<file path="src/rtl/instruction_loader_pkg.sv">
// Shared definitions for instruction_loader: state encoding, default sizes,
// and the instruction-memory constants (HALT word, clear value).
package instruction_loader_pkg;

  localparam int unsigned DEFAULT_LOADER_REG_SIZE         = 32;
  localparam int unsigned DEFAULT_LOADER_BYTE_SIZE        = 8;
  localparam int unsigned DEFAULT_LOADER_MAX_INSTRUCTIONS = 64;

  localparam int unsigned BITS_FOR_STATE_LOADER = 3;

  // Instruction memory constants shared with the IF stage.
  localparam logic [31:0] INSTRUCTION_HALT = 32'hFFFF_FFFF;
  localparam logic [31:0] CLEAR            = 32'h0000_0000;

  typedef enum logic [BITS_FOR_STATE_LOADER-1:0] {
    STATE_LOADER_COLLECT      = 3'd0,
    STATE_LOADER_WRITE_STROBE = 3'd1,
    STATE_LOADER_WRITE_HOLD   = 3'd2,
    STATE_LOADER_DONE         = 3'd3,
    STATE_LOADER_RUN          = 3'd4,
    STATE_LOADER_ERROR        = 3'd5
  } loader_state_e;

endpackage

</file>
<file path="src/rtl/instruction_loader.sv">
// instruction_loader: assembles UART bytes (MSB first) into instruction words,
// writes each with a strobe+hold handshake, counts words, detects HALT and
// gates the pipeline start pulse.
// Ports:
//   i_clk, i_reset (async, active-high)
//   i_rx_valid / i_rx_byte   : received UART byte
//   i_start_request          : debug-unit start request
//   o_instruction_write      : one-cycle write strobe
//   o_instruction            : assembled word (stable through strobe + hold)
//   o_instruction_count      : words written, HALT included
//   o_load_done / o_start    : HALT written / start pulse
//   o_error                  : sticky overflow flag
// Optional: LOADER_INTERBYTE_TIMEOUT_EN adds TIMEOUT_CYCLES partial-word timeout.
module instruction_loader
  import instruction_loader_pkg::*;
#(
  parameter int unsigned REG_SIZE         = DEFAULT_LOADER_REG_SIZE,
  parameter int unsigned BYTE_SIZE        = DEFAULT_LOADER_BYTE_SIZE,
  parameter int unsigned MAX_INSTRUCTIONS = DEFAULT_LOADER_MAX_INSTRUCTIONS
`ifdef LOADER_INTERBYTE_TIMEOUT_EN
  , parameter int unsigned TIMEOUT_CYCLES = 1_000_000
`endif
) (
  input  logic                                i_clk,
  input  logic                                i_reset,
  input  logic                                i_rx_valid,
  input  logic [BYTE_SIZE-1:0]                i_rx_byte,
  input  logic                                i_start_request,
  output logic                                o_instruction_write,
  output logic [REG_SIZE-1:0]                 o_instruction,
  output logic [$clog2(MAX_INSTRUCTIONS):0]   o_instruction_count,
  output logic                                o_load_done,
  output logic                                o_start,
  output logic                                o_error
);

  localparam int unsigned BYTES_PER_WORD = REG_SIZE / BYTE_SIZE;
  localparam int unsigned BCNT_W         = $clog2(BYTES_PER_WORD);
  localparam int unsigned CNT_W          = $clog2(MAX_INSTRUCTIONS) + 1;
  localparam logic [BCNT_W-1:0]   BYTE_LAST = BCNT_W'(BYTES_PER_WORD - 1);
  localparam logic [CNT_W-1:0]    CNT_LAST  = CNT_W'(MAX_INSTRUCTIONS - 1);
  localparam logic [REG_SIZE-1:0] HALT_WORD = REG_SIZE'(INSTRUCTION_HALT);
  localparam logic [REG_SIZE-1:0] CLEAR_WORD = REG_SIZE'(CLEAR);

  loader_state_e        state_q, state_d;
  logic [BCNT_W-1:0]    byte_cnt_q, byte_cnt_d;
  logic [REG_SIZE-1:0]  word_q, word_d;
  logic [REG_SIZE-1:0]  instr_q, instr_d;
  logic [CNT_W-1:0]     count_q, count_d;
  logic                 skid_valid_q, skid_valid_d;
  logic [BYTE_SIZE-1:0] skid_byte_q, skid_byte_d;
  logic                 write_q, write_d;
  logic                 start_q, start_d;
  logic                 load_done_q, load_done_d;
  logic                 error_q, error_d;

  logic                 in_valid;
  logic [BYTE_SIZE-1:0] in_byte;
  logic [REG_SIZE-1:0]  shifted;

`ifdef LOADER_INTERBYTE_TIMEOUT_EN
  localparam int unsigned TMR_W = $clog2(TIMEOUT_CYCLES) + 1;
  logic [TMR_W-1:0] timer_q, timer_d;
`endif

  // State and datapath registers.
  always_ff @(posedge i_clk or posedge i_reset) begin
    if (i_reset) begin
      state_q      <= STATE_LOADER_COLLECT;
      byte_cnt_q   <= '0;
      word_q       <= CLEAR_WORD;
      instr_q      <= CLEAR_WORD;
      count_q      <= '0;
      skid_valid_q <= 1'b0;
      skid_byte_q  <= '0;
      write_q      <= 1'b0;
      start_q      <= 1'b0;
      load_done_q  <= 1'b0;
      error_q      <= 1'b0;
`ifdef LOADER_INTERBYTE_TIMEOUT_EN
      timer_q      <= '0;
`endif
    end else begin
      state_q      <= state_d;
      byte_cnt_q   <= byte_cnt_d;
      word_q       <= word_d;
      instr_q      <= instr_d;
      count_q      <= count_d;
      skid_valid_q <= skid_valid_d;
      skid_byte_q  <= skid_byte_d;
      write_q      <= write_d;
      start_q      <= start_d;
      load_done_q  <= load_done_d;
      error_q      <= error_d;
`ifdef LOADER_INTERBYTE_TIMEOUT_EN
      timer_q      <= timer_d;
`endif
    end
  end

  // Next-state and registered-output logic.
  always_comb begin
    state_d      = state_q;
    byte_cnt_d   = byte_cnt_q;
    word_d       = word_q;
    instr_d      = instr_q;
    count_d      = count_q;
    skid_valid_d = skid_valid_q;
    skid_byte_d  = skid_byte_q;
    write_d      = 1'b0;
    start_d      = 1'b0;
    load_done_d  = load_done_q;
    error_d      = error_q;
    in_valid     = 1'b0;
    in_byte      = '0;
    shifted      = '0;
`ifdef LOADER_INTERBYTE_TIMEOUT_EN
    timer_d      = timer_q;
`endif

    unique case (state_q)
      STATE_LOADER_COLLECT: begin
        // A buffered byte is older, so it goes first; a new byte refills the buffer.
        if (skid_valid_q) begin
          in_valid     = 1'b1;
          in_byte      = skid_byte_q;
          skid_valid_d = i_rx_valid;
          skid_byte_d  = i_rx_byte;
        end else if (i_rx_valid) begin
          in_valid = 1'b1;
          in_byte  = i_rx_byte;
        end
        shifted = {word_q[REG_SIZE-BYTE_SIZE-1:0], in_byte};

        if (in_valid) begin
`ifdef LOADER_INTERBYTE_TIMEOUT_EN
          timer_d = '0;
`endif
          if (byte_cnt_q == BYTE_LAST) begin
            byte_cnt_d = '0;
            word_d     = CLEAR_WORD;
            // The last memory slot is reserved for HALT.
            if (count_q == CNT_LAST && shifted != HALT_WORD) begin
              state_d = STATE_LOADER_ERROR;
              error_d = 1'b1;
            end else begin
              instr_d = shifted;
              write_d = 1'b1;
              state_d = STATE_LOADER_WRITE_STROBE;
            end
          end else begin
            byte_cnt_d = byte_cnt_q + BCNT_W'(1);
            word_d     = shifted;
          end
        end
`ifdef LOADER_INTERBYTE_TIMEOUT_EN
        else if (byte_cnt_q != '0) begin
          // Stalled partial word: drop it and resynchronise on the next byte.
          if (timer_q == TMR_W'(TIMEOUT_CYCLES - 1)) begin
            timer_d    = '0;
            byte_cnt_d = '0;
            word_d     = CLEAR_WORD;
          end else begin
            timer_d = timer_q + TMR_W'(1);
          end
        end
`endif
      end

      STATE_LOADER_WRITE_STROBE, STATE_LOADER_WRITE_HOLD: begin
        if (state_q == STATE_LOADER_WRITE_HOLD) begin
          count_d = count_q + CNT_W'(1);
        end
        if (i_rx_valid && skid_valid_q) begin
          state_d = STATE_LOADER_ERROR;
          error_d = 1'b1;
        end else begin
          if (i_rx_valid) begin
            skid_valid_d = 1'b1;
            skid_byte_d  = i_rx_byte;
          end
          if (state_q == STATE_LOADER_WRITE_STROBE) begin
            state_d = STATE_LOADER_WRITE_HOLD;
          end else if (instr_q == HALT_WORD) begin
            state_d      = STATE_LOADER_DONE;
            load_done_d  = 1'b1;
            skid_valid_d = 1'b0;
          end else begin
            state_d = STATE_LOADER_COLLECT;
          end
        end
      end

      STATE_LOADER_DONE: begin
        if (i_start_request) begin
          start_d = 1'b1;
          state_d = STATE_LOADER_RUN;
        end
      end

      STATE_LOADER_RUN, STATE_LOADER_ERROR: begin
        state_d = state_q;
      end

      default: begin
        state_d = STATE_LOADER_ERROR;
        error_d = 1'b1;
      end
    endcase
  end

  assign o_instruction_write = write_q;
  assign o_instruction       = instr_q;
  assign o_instruction_count = count_q;
  assign o_load_done         = load_done_q;
  assign o_start             = start_q;
  assign o_error             = error_q;

endmodule

</file>
<file path="config.mk">
export PLATFORM = sky130hd
export DESIGN_NAME = instruction_loader
export DESIGN_NICKNAME = d
export VERILOG_FILES = /design/src/rtl/instruction_loader_pkg.sv /design/src/rtl/instruction_loader.sv
export SDC_FILE = /design/constraint.sdc
export NUM_CORES = 1
export LEC_CHECK = 0
export ABC_AREA = 1
export BUFFER_PORTS_ARGS = -buffer_cell sky130_fd_sc_hd__buf_2
export CAP_MARGIN = 20
export CORE_ASPECT_RATIO = 1.1
export CORE_MARGIN = 10
export CORE_UTILIZATION = 43
export DETAILED_ROUTE_END_ITERATION = 6
export SYNTH_ARGS = -nofsm -noshare
export SYNTH_HDL_FRONTEND = slang
export SYNTH_SLANG_ARGS = --single-unit
</file>
<file path="constraint.sdc">
create_clock -name i_clk -period 2.78 [get_ports i_clk]
set_input_delay 0.417 -clock i_clk [delete_from_list [all_inputs] [get_ports i_clk]]
set_output_delay 0.417 -clock i_clk [all_outputs]
set_load 0.1 [all_outputs]
</file>
==> results of run 1 <==
[cell type report]
cell class	instances	area (um^2)	area share, %
clock buffer	11	141	3.44
clock inverter	4	30.0	0.730
inverter	62	234	5.69
multi-input combinational	242	1220	29.6
sequential	81	2030	49.3
tap	108	135	3.28
timing repair buffer	60	328	7.97
[sequential cells by signal (all words and copies together), names as in the netlist]
name and flops:
o_load_done 1, o_instruction 32, o_instruction_count 7, skid_byte_q 8
state_q 3, byte_cnt_q 2, o_instruction_write 1, word_q 24
o_error 1, o_start 1, skid_valid_q 1
[per-layer routing]
layer,wire [um],share of wire [%]
met5,0,0
met4,161,2.0
met3,381,4.7
met2,3810,47
met1,3740,46
[worst max-delay path, stage by stage (launching register included)]
cell     delay (ps)
dfrtp_1         520
inv_1           190
nand2_2         140
nor2_1           50
a21oi_1         270
nor2_1           90
nand3_1          90
nand2_1          70
nand2_2         330
buf_4           320
nand2_1          70
o21ai_1          90
[kinds of logic after synthesis]
logic type	synth area share, %
buffers and inverters	9.21
AND/OR/NAND/NOR	17.7
adder cells (fa/ha/maj)	0.700
XOR/XNOR	1.47
flip-flops	56.7
AO/OA/AOI/OAI	14.2
[metrics by stage]
step,util (%),setup slack [ps],hold slack [ps],power (mW),instance area (um^2)
final,51.4,478,120,3.76,4110
after floorplan,-,283,442,2.73,3570
after global placement,49.3,574,443,3.00,3940
after CTS,51.4,474,145,3.79,4110
after global routing,51.4,193,170,3.99,4110
after detailed placement,49.3,489,450,3.02,3940
[synthesized netlist by cell type]
cell type	n	area (um^2)
o21ai_2	20	175
a21boi_0	1	7.51
a21oi_2	1	8.76
buf_6	6	67.6
nor3_1	1	5.00
inv_1	62	233
o21bai_1	1	7.51
nand4_1	6	37.5
o21ai_1	15	75.1
o22ai_1	25	156
nor2_4	1	11.3
clkbuf_1	5	18.8
a211oi_1	1	7.51
a21oi_1	2	10.0
nand2_1	109	409
dfrtp_1	81	2030
xor2_1	3	26.3
nand2_2	1	6.26
ha_1	2	25.0
nand3_1	14	70.1
xnor2_1	3	26.3
buf_2	2	10.0
o211ai_1	1	7.51
o21ai_0	10	50.1
nor2_1	25	93.8
[final timing paths]
kind                                     startpoint                       endpoint  slack, ps  cells after the start
max                        skid_valid_q$_DFFE_PP0P_   o_instruction[2]$_DFFE_PP0P_        480                     11
min                                         i_reset  o_instruction_write$_DFF_PP0_        120                      2
max reg2reg                skid_valid_q$_DFFE_PP0P_   o_instruction[2]$_DFFE_PP0P_        480                     11
min reg2reg                     o_error$_DFFE_PP0P_            o_error$_DFFE_PP0P_        460                      2
max in group asynchronous                   i_reset          word_q[5]$_DFFE_PP0P_       1910                      3
min in group i_clk                  i_start_request         state_q[1]$_DFFE_PP0P_        270                      2
[where the power goes]
part           leakage (nW)  switching [mW]  internal [mW]  total, mW
sequential            0.987           0.190           1.49       1.68
combinational          1.07           0.988          0.318       1.31
clock                0.0737           0.427          0.344      0.771
==> impl_results.md, run 1 <==
* Mapped cell area at 0.00357 mm^2
* Crit end category: register
* IR Drop Worst-Case VDD at 0.000398 V
* Filler Cell Count at 807
* DRT Wirelength at 8100 um
* Syn-to-layout area delta at 15.2%
* Worst setup SP type: register
* Initial Utilization at 44.7%
* Status: finished, final reports clean
* Vias in the first global route at 2687
* H-Tree Depth at 3
* Library cells used by synthesis at 25
* Global route hottest layer: met2
* Setup tns final at 0 ps
* Setup violations, final at 0
* Chip height at 116 um
* Largest net degree at the start of global routing at 38
* DR vias at 2762
* # diodes at 0
* Max FO, Critical Path at 21
* WP data required at 3060 ps
* Die area at 0.0124 mm^2
* Layout cells sized above 1 at 21.5%
* Initial DRC Count at 127
* Post-DP HPWL at 6000 um
* Boundary Pins at 55
* Clk_skew at 11.4 ps
* Max-cap viol count at 0
* F_max at 434 MHz
* ANT nets after route at 0
* Sequential share of the synthesized area at 56.7%
* Detailed Routing Iterations Pass 1 at 4
* Most common cell after layout, fill and taps aside: nand2_1
* Avg Cell Area, Syn at 8.98 um^2
* Cts bufs inserted at 9
* RSZ-0062 raised after global routing: false
* Worst-Skew Late Latency at 350 ps
* Die width at 107 um
* CTS Hold Buffers Added at 0
* Hold Path Class: input pin to async pin
* M3 GR Usage at 3.72%
* DR DRC count at 0
* Leakage at 2.13 nW
* Num rows at 34
* Cells after DPL at 553
* Post-CTS sizing at 0
* I/O Buffers at 54
* Initial antenna violation count at 0
* Global-route wire length before repair at 13400 um
* Kind of critical path: register to register
* Crit path DAT at 2580 ps
* Nets at 470
* Synth Register Bits at 81
* Cell Count, Final, Fillers Out at 568
* Clock transition at path regs at 80 ps
* All-Layer GR Usage at 13.5%
* Most frequent cells in the layout: 108 x nand2_1, 81 x dfrtp_1, 61 x inv_1
* Wire per inst at 14.3 um
* Synthesized instance count at 398
* Met1 GRT Util at 16.5%
* Syn. warnings at 0
* Post-CTS Setup Bufs at 0
* Placer Congestion at 0.799
* Fin crit period at 2300 ps
* Power Density at 914 mW/mm^2
* Clock Tree Buf Depth at 2
* Synthesized Nets at 412
* Max-slew headroom at 57.1%
* Worst slew pin tran at 643 ps
* Final Cycle Share at 82.8%
* Met2 GRT Util at 21.9%
* GRT overflow at 0
* Core Area at 0.00800 mm^2
* # clock sinks at 81
* CTS tree: built
* Final hold vios at 0
* Max-slew violation count at 0
* Root Driver: clkbuf_8
* Post-DR vias/cell at 4.86
Note: power is estimated with default switching activity, not from simulation.
==> run 2: changes to the inputs <==
--- a/config.mk
+++ b/config.mk
@@ -12,6 +12,7 @@
 export CORE_MARGIN = 10
 export CORE_UTILIZATION = 43
 export DETAILED_ROUTE_END_ITERATION = 6
+export PLACE_DENSITY = 0.66
 export SYNTH_ARGS = -nofsm -noshare
 export SYNTH_HDL_FRONTEND = slang
 export SYNTH_SLANG_ARGS = --single-unit
==> constraint.sdc (replaced) <==
create_clock -name i_clk -period 1.95 [get_ports i_clk]
set_input_delay 0.2925 -clock i_clk [delete_from_list [all_inputs] [get_ports i_clk]]
set_output_delay 0.2925 -clock i_clk [all_outputs]
set_load 0.1 [all_outputs]
==> impl_results.md, run 2 (synthesis gave the netlist of run 1 again) <==
* DR WL met2 at 3930 um
* Post-DP HPWL at 5780 um
* Top sig layer: met4
* Setup tns final at 0 ps
* CTS tree: built
* DR DRC count at 0
* Max-slew headroom at 67.3%
* Post-DR vias/cell at 4.74
* Max FO, Critical Path at 33
* Max reg flops at 32
* Filler Cell Count at 791
* Final Cycle Share at 91.3%
* # clock sinks at 81
* Crit end category: register
* IR Drop Worst-Case VDD at 0.000540 V
* Vias in the first global route at 2748
* Status: finished, final reports clean
* Placed inst area at 0.00399 mm^2
* Hold Path Sink: state_q[1]$_DFFE_PP0P_
* Worst-case reg-to-reg path depth at 11
* Worst Slack Setup Final at 169 ps
* Cts bufs inserted at 9
* Worst-Skew Late Latency at 350 ps
* Worst reg2reg path startpoint: skid_valid_q$_DFFE_PP0P_
* Setup violations, final at 0
* Worst slew pin tran at 495 ps
* DRT Wirelength at 7880 um
* Kind of critical path: register to register
* Post-place setup slack at 183 ps
* Core Area at 0.00800 mm^2
* DR vias at 2714
* Crit path DAT at 2020 ps
* RSZ-0062 raised after global routing: false
* Die width at 107 um
* Post-CTS Setup Bufs at 0
* F_max at 561 MHz
* Initial antenna violation count at 0
* WL met3 at 321 um
* Reg-to-Reg End: o_instruction[2]$_DFFE_PP0P_
* H-Tree Depth at 3
* Clock Tree Buf Depth at 2
* Fin crit period at 1780 ps
* Root Driver: clkbuf_8
* Num rows at 34
* Worst reg2reg setup slack at 170 ps
* Die area at 0.0124 mm^2
* Detailed Routing Iterations Pass 1 at 4
* Worst setup SP type: register
* ANT nets after route at 0
* Syn-to-layout area delta at 18.7%
* Global-route wire length before repair at 13200 um
* Layout cells sized above 1 at 23.3%
* Clk_skew at 8.94 ps
* Initial DRC Count at 145
* WP data required at 2180 ps
* Min-delay src: i_start_request
* GRT overflow at 0
* I/O Buffers at 54
* Metal-1 WL at 3540 um
* WHS at 146 ps
* Most frequent cells in the layout: 107 x nand2_1, 77 x dfrtp_1, 61 x inv_1
* Wire per inst at 13.8 um
* Hold Path Class: input pin to register
* Power Density at 1340 mW/mm^2
* Most common cell after layout, fill and taps aside: nand2_1
* Clock transition at path regs at 90 ps
* Nets at 473
* Max-slew violation count at 0
* Leakage at 2.19 nW
* # diodes at 0
* Final hold vios at 0
* Total power at 5.70 mW
* Hold path cells at 2
* Chip height at 116 um
* Post-route cell area at 0.00424 mm^2
* All-Layer GR Usage at 13.2%
* Max-cap viol count at 0
* Placer Congestion at 0.845
* Initial Utilization at 44.7%
* Boundary Pins at 55
* Largest net degree at the start of global routing at 64
run 2: changes by cell type in the layout (fill, tap and decap cells not counted), sizes merged:
cell	previous run	this run
bufinv	0	2
dlygate4sd3	0	1
inv	61	62
buf	60	62
clkinvlp	4	2
run 2: worst max path at each step:
stage / cells after the start / to / slack (ps) / startpoint
floorplan: 6 / o_instruction[10]$_DFFE_PP0P_ / 10 / o_instruction_count[2]$_DFFE_PP0P_
global placement: 9 / skid_byte_q[6]$_DFFE_PP0P_ / 210 / state_q[2]$_DFFE_PP0P_
detailed placement: 11 / o_instruction[11]$_DFFE_PP0P_ / 180 / skid_valid_q$_DFFE_PP0P_
CTS: 11 / o_instruction[2]$_DFFE_PP0P_ / 170 / skid_valid_q$_DFFE_PP0P_
global route: 11 / o_instruction[1]$_DFFE_PP0P_ / 4 / skid_valid_q$_DFFE_PP0P_
finish: 11 / o_instruction[2]$_DFFE_PP0P_ / 170 / skid_valid_q$_DFFE_PP0P_
run 2: area by class of cell:
type / instances / area [um^2] / area share (%)
multi-input combinational: 242 / 1220 / 28.8
tap: 108 / 135 / 3.19
timing repair buffer: 63 / 378 / 8.91
clock inverter: 5 / 85.1 / 2.01
inverter: 62 / 236 / 5.58
sequential: 81 / 2030 / 47.9
clock buffer: 11 / 151 / 3.57
run 2: metal layers:
layer	up-vias	track usage [%]
li1	1395	-
met1	1266	15.9
met2	45	22.4
met3	8	3.50
met4	0	4.97
met5	-	0
run 2: timing repair:
item,CTS,global route
resized for setup,0,2
hold endpoints to repair,18,0
hold buffers,1,0
setup endpoints to repair,0,18
run 2: worst max-delay path, cell delays in order (launching register included):
cell and delay, ps:
dfrtp_1 380, inv_1 170, nand2_2 110, o21ai_0 220
nand2_1 80, nor2_1 90, nand3_1 90, nand2_1 100
nand2_2 100, buf_12 180, nand2_1 70, o21ai_1 60
run 2: metrics by stage:
step,cells,utilization (%)
floorplan,398,-
global placement,555,49.9
detailed placement,555,49.9
CTS,572,53.0
global route,572,53.0
finish,572,53.0
run 2: power breakdown:
group          leakage (nW)  switching, mW  total [mW]  internal [mW]
registers             0.980          0.256        2.39           2.13
clock network         0.116          0.619        1.42          0.798
logic                  1.10           1.42        1.89          0.473
total                  2.19           2.30        5.70           3.40
==> run 3: changes to the inputs <==
--- a/config.mk
+++ b/config.mk
@@ -6,12 +6,13 @@
 export NUM_CORES = 1
 export LEC_CHECK = 0
 export ABC_AREA = 1
-export BUFFER_PORTS_ARGS = -buffer_cell sky130_fd_sc_hd__buf_2
+export BUFFER_PORTS_ARGS = -buffer_cell sky130_fd_sc_hd__buf_4
 export CAP_MARGIN = 20
 export CORE_ASPECT_RATIO = 1.1
 export CORE_MARGIN = 10
 export CORE_UTILIZATION = 43
 export DETAILED_ROUTE_END_ITERATION = 6
+export GPL_TIMING_DRIVEN = 0
 export PLACE_DENSITY = 0.66
 export SYNTH_ARGS = -nofsm -noshare
 export SYNTH_HDL_FRONTEND = slang
==> impl_results.md, run 3 (synthesis gave the netlist of run 1 again) <==
* Max-slew violation count at 0
* Layout cells sized above 1 at 23.7%
* Vias in the first global route at 2825
* Worst-Skew Late Latency at 350 ps
* Clock Tree Buf Depth at 2
* Final hold vios at 0
* Setup violations, final at 0
* Setup tns final at 0 ps
* Leakage at 2.24 nW
* Die width at 107 um
* H-Tree Depth at 3
* Wire per inst at 14.1 um
* Internal power at 3.54 mW
* Post-DR vias/cell at 4.86
* Kind of critical path: register to register
* Fin crit period at 1800 ps
* Cts bufs inserted at 9
* Max-slew headroom at 42.1%
* Num rows at 34
* Most frequent cells in the layout: 107 x nand2_1, 77 x dfrtp_1, 60 x inv_1
* Placer Congestion at 0.852
* Logic pwr share at 33.7%
* Largest net degree at the start of global routing at 42
* Post-place setup slack at 35.4 ps
* Worst slew pin tran at 866 ps
* Clk_skew at 13.8 ps
* DR DRC count at 0
* Initial antenna violation count at 0
* Max-cap viol count at 0
* P_sw at 2.26 mW
* Max reg flops at 32
* Hold Path Class: input pin to async pin
* Detailed Routing Iterations Pass 1 at 4
* Initial Utilization at 44.7%
* Worst Slack Setup Final at 151 ps
* Clock power frac at 25.2%
* WP data required at 2190 ps
* All-Layer GR Usage at 13.8%
* Syn-to-layout area delta at 23.0%
* Switching Share at 39.0%
* Final Cycle Share at 92.3%
* Worst reg2reg path startpoint: skid_valid_q$_DFFE_PP0P_
* Sequential share of power at 41.2%
* Clock transition at path regs at 80 ps
* Chip height at 116 um
* Worst setup SP type: register
* Boundary Pins at 55
* Worst setup startpoint: skid_valid_q$_DFFE_PP0P_
* DR vias at 2803
* F_max at 556 MHz
* Global-route wire length before repair at 13800 um
* Crit end category: register
* Core Area at 0.00800 mm^2
* Max FO, Critical Path at 10
* # diodes at 0
* DRT Wirelength at 8150 um
* RSZ-0062 raised after global routing: true
* Initial DRC Count at 203
* IR Drop Worst-Case VDD at 0.000519 V
* Most common cell after layout, fill and taps aside: nand2_1
* GRT overflow at 0
* ANT nets after route at 0
* Post-DP HPWL at 6170 um
* # clock sinks at 81
* Root Driver: clkbuf_8
* Status: finished, final reports clean
* I/O Buffers at 54
* CTS tree: built
* Crit path DAT at 2040 ps
* Nets at 479
* Total power at 5.79 mW
* Power Density at 1320 mW/mm^2
* Die area at 0.0124 mm^2
-- run 3: cell types whose count changed in the layout (fill, tap and decap cells not counted), sizes merged --
cell,change
buf,+1
inv,-1
clkinv,-1
clkbuf,+7
bufinv,+1
dlygate4sd3,-1
clkinvlp,-1
-- run 3: worst paths after layout --
check	to	slack [ps]	cells after the start
max in group asynchronous	o_instruction_count[4]$_DFFE_PP0P_	1160	3
setup / recovery	o_instruction[22]$_DFFE_PP0P_	150	12
setup reg to reg	o_instruction[22]$_DFFE_PP0P_	150	12
hold / removal	o_instruction[11]$_DFFE_PP0P_	100	2
min in group i_clk	state_q[1]$_DFFE_PP0P_	160	2
hold reg to reg	o_error$_DFFE_PP0P_	470	2
-- run 3: metrics by stage --
| step | util (%) | cell area, um^2 | hold slack [ps] | instances |
|---|---|---|---|---|
| 3_3_place_gp | 51.5 | 4120 | 454 | 560 |
| 3_5_place_dp | 51.8 | 4140 | 451 | 561 |
| 2_1_floorplan | - | 3580 | 401 | 398 |
| 6_report | 55.0 | 4400 | 105 | 577 |
| 5_1_grt | 55.0 | 4400 | 156 | 577 |
| 4_1_cts | 54.7 | 4380 | 130 | 576 |
-- run 3: power by group through the flow --
stage | Clock, mW | Combinational, mW | Sequential, mW
after floorplan | 0 | 0.877 | 3.02
after global placement | 0 | 1.93 | 2.40
after detailed placement | 0 | 1.96 | 2.41
after CTS | 1.49 | 1.96 | 2.38
after global routing | 1.56 | 2.14 | 2.45
final | 1.46 | 1.95 | 2.38
-- run 3: area by class of cell --
cell class | instances | area (um^2)
clock buffer | 12 | 145
buffer | 13 | 103
clock inverter | 3 | 90.1
inverter | 62 | 236
timing repair buffer | 56 | 433
tap | 108 | 135
multi-input combinational | 242 | 1220
sequential | 81 | 2030
fill | 752 | 3600
-- run 3: critical path: stages (launching register included) --
cell      delay (ps)
dfrtp_1          370
clkbuf_4         210
nand2_1           60
nand2_1          100
nand3_1           80
nor2_1           140
nand3_1          110
nand2_1          100
nand2_1           90
buf_6            160
buf_6            140
nand2_1           80
o21ai_2           50
-- run 3: timing repair --
action / CTS / global route
setup endpoints to repair: 0 / 56
hold endpoints to repair: 0 / 0
resized for setup: 0 / 12
buffers inserted: 0 / 1
hold buffers: 0 / 0
-- run 3: per-layer routing --
layer | up-vias | global-route usage (%) | share of wire (%)
met1 | 1340 | 17.2 | 44
met5 | - | 0 | 0
li1 | 1403 | - | -
met2 | 49 | 22.7 | 50
met4 | 0 | 5.69 | 1.8
met3 | 11 | 3.16 | 4.0
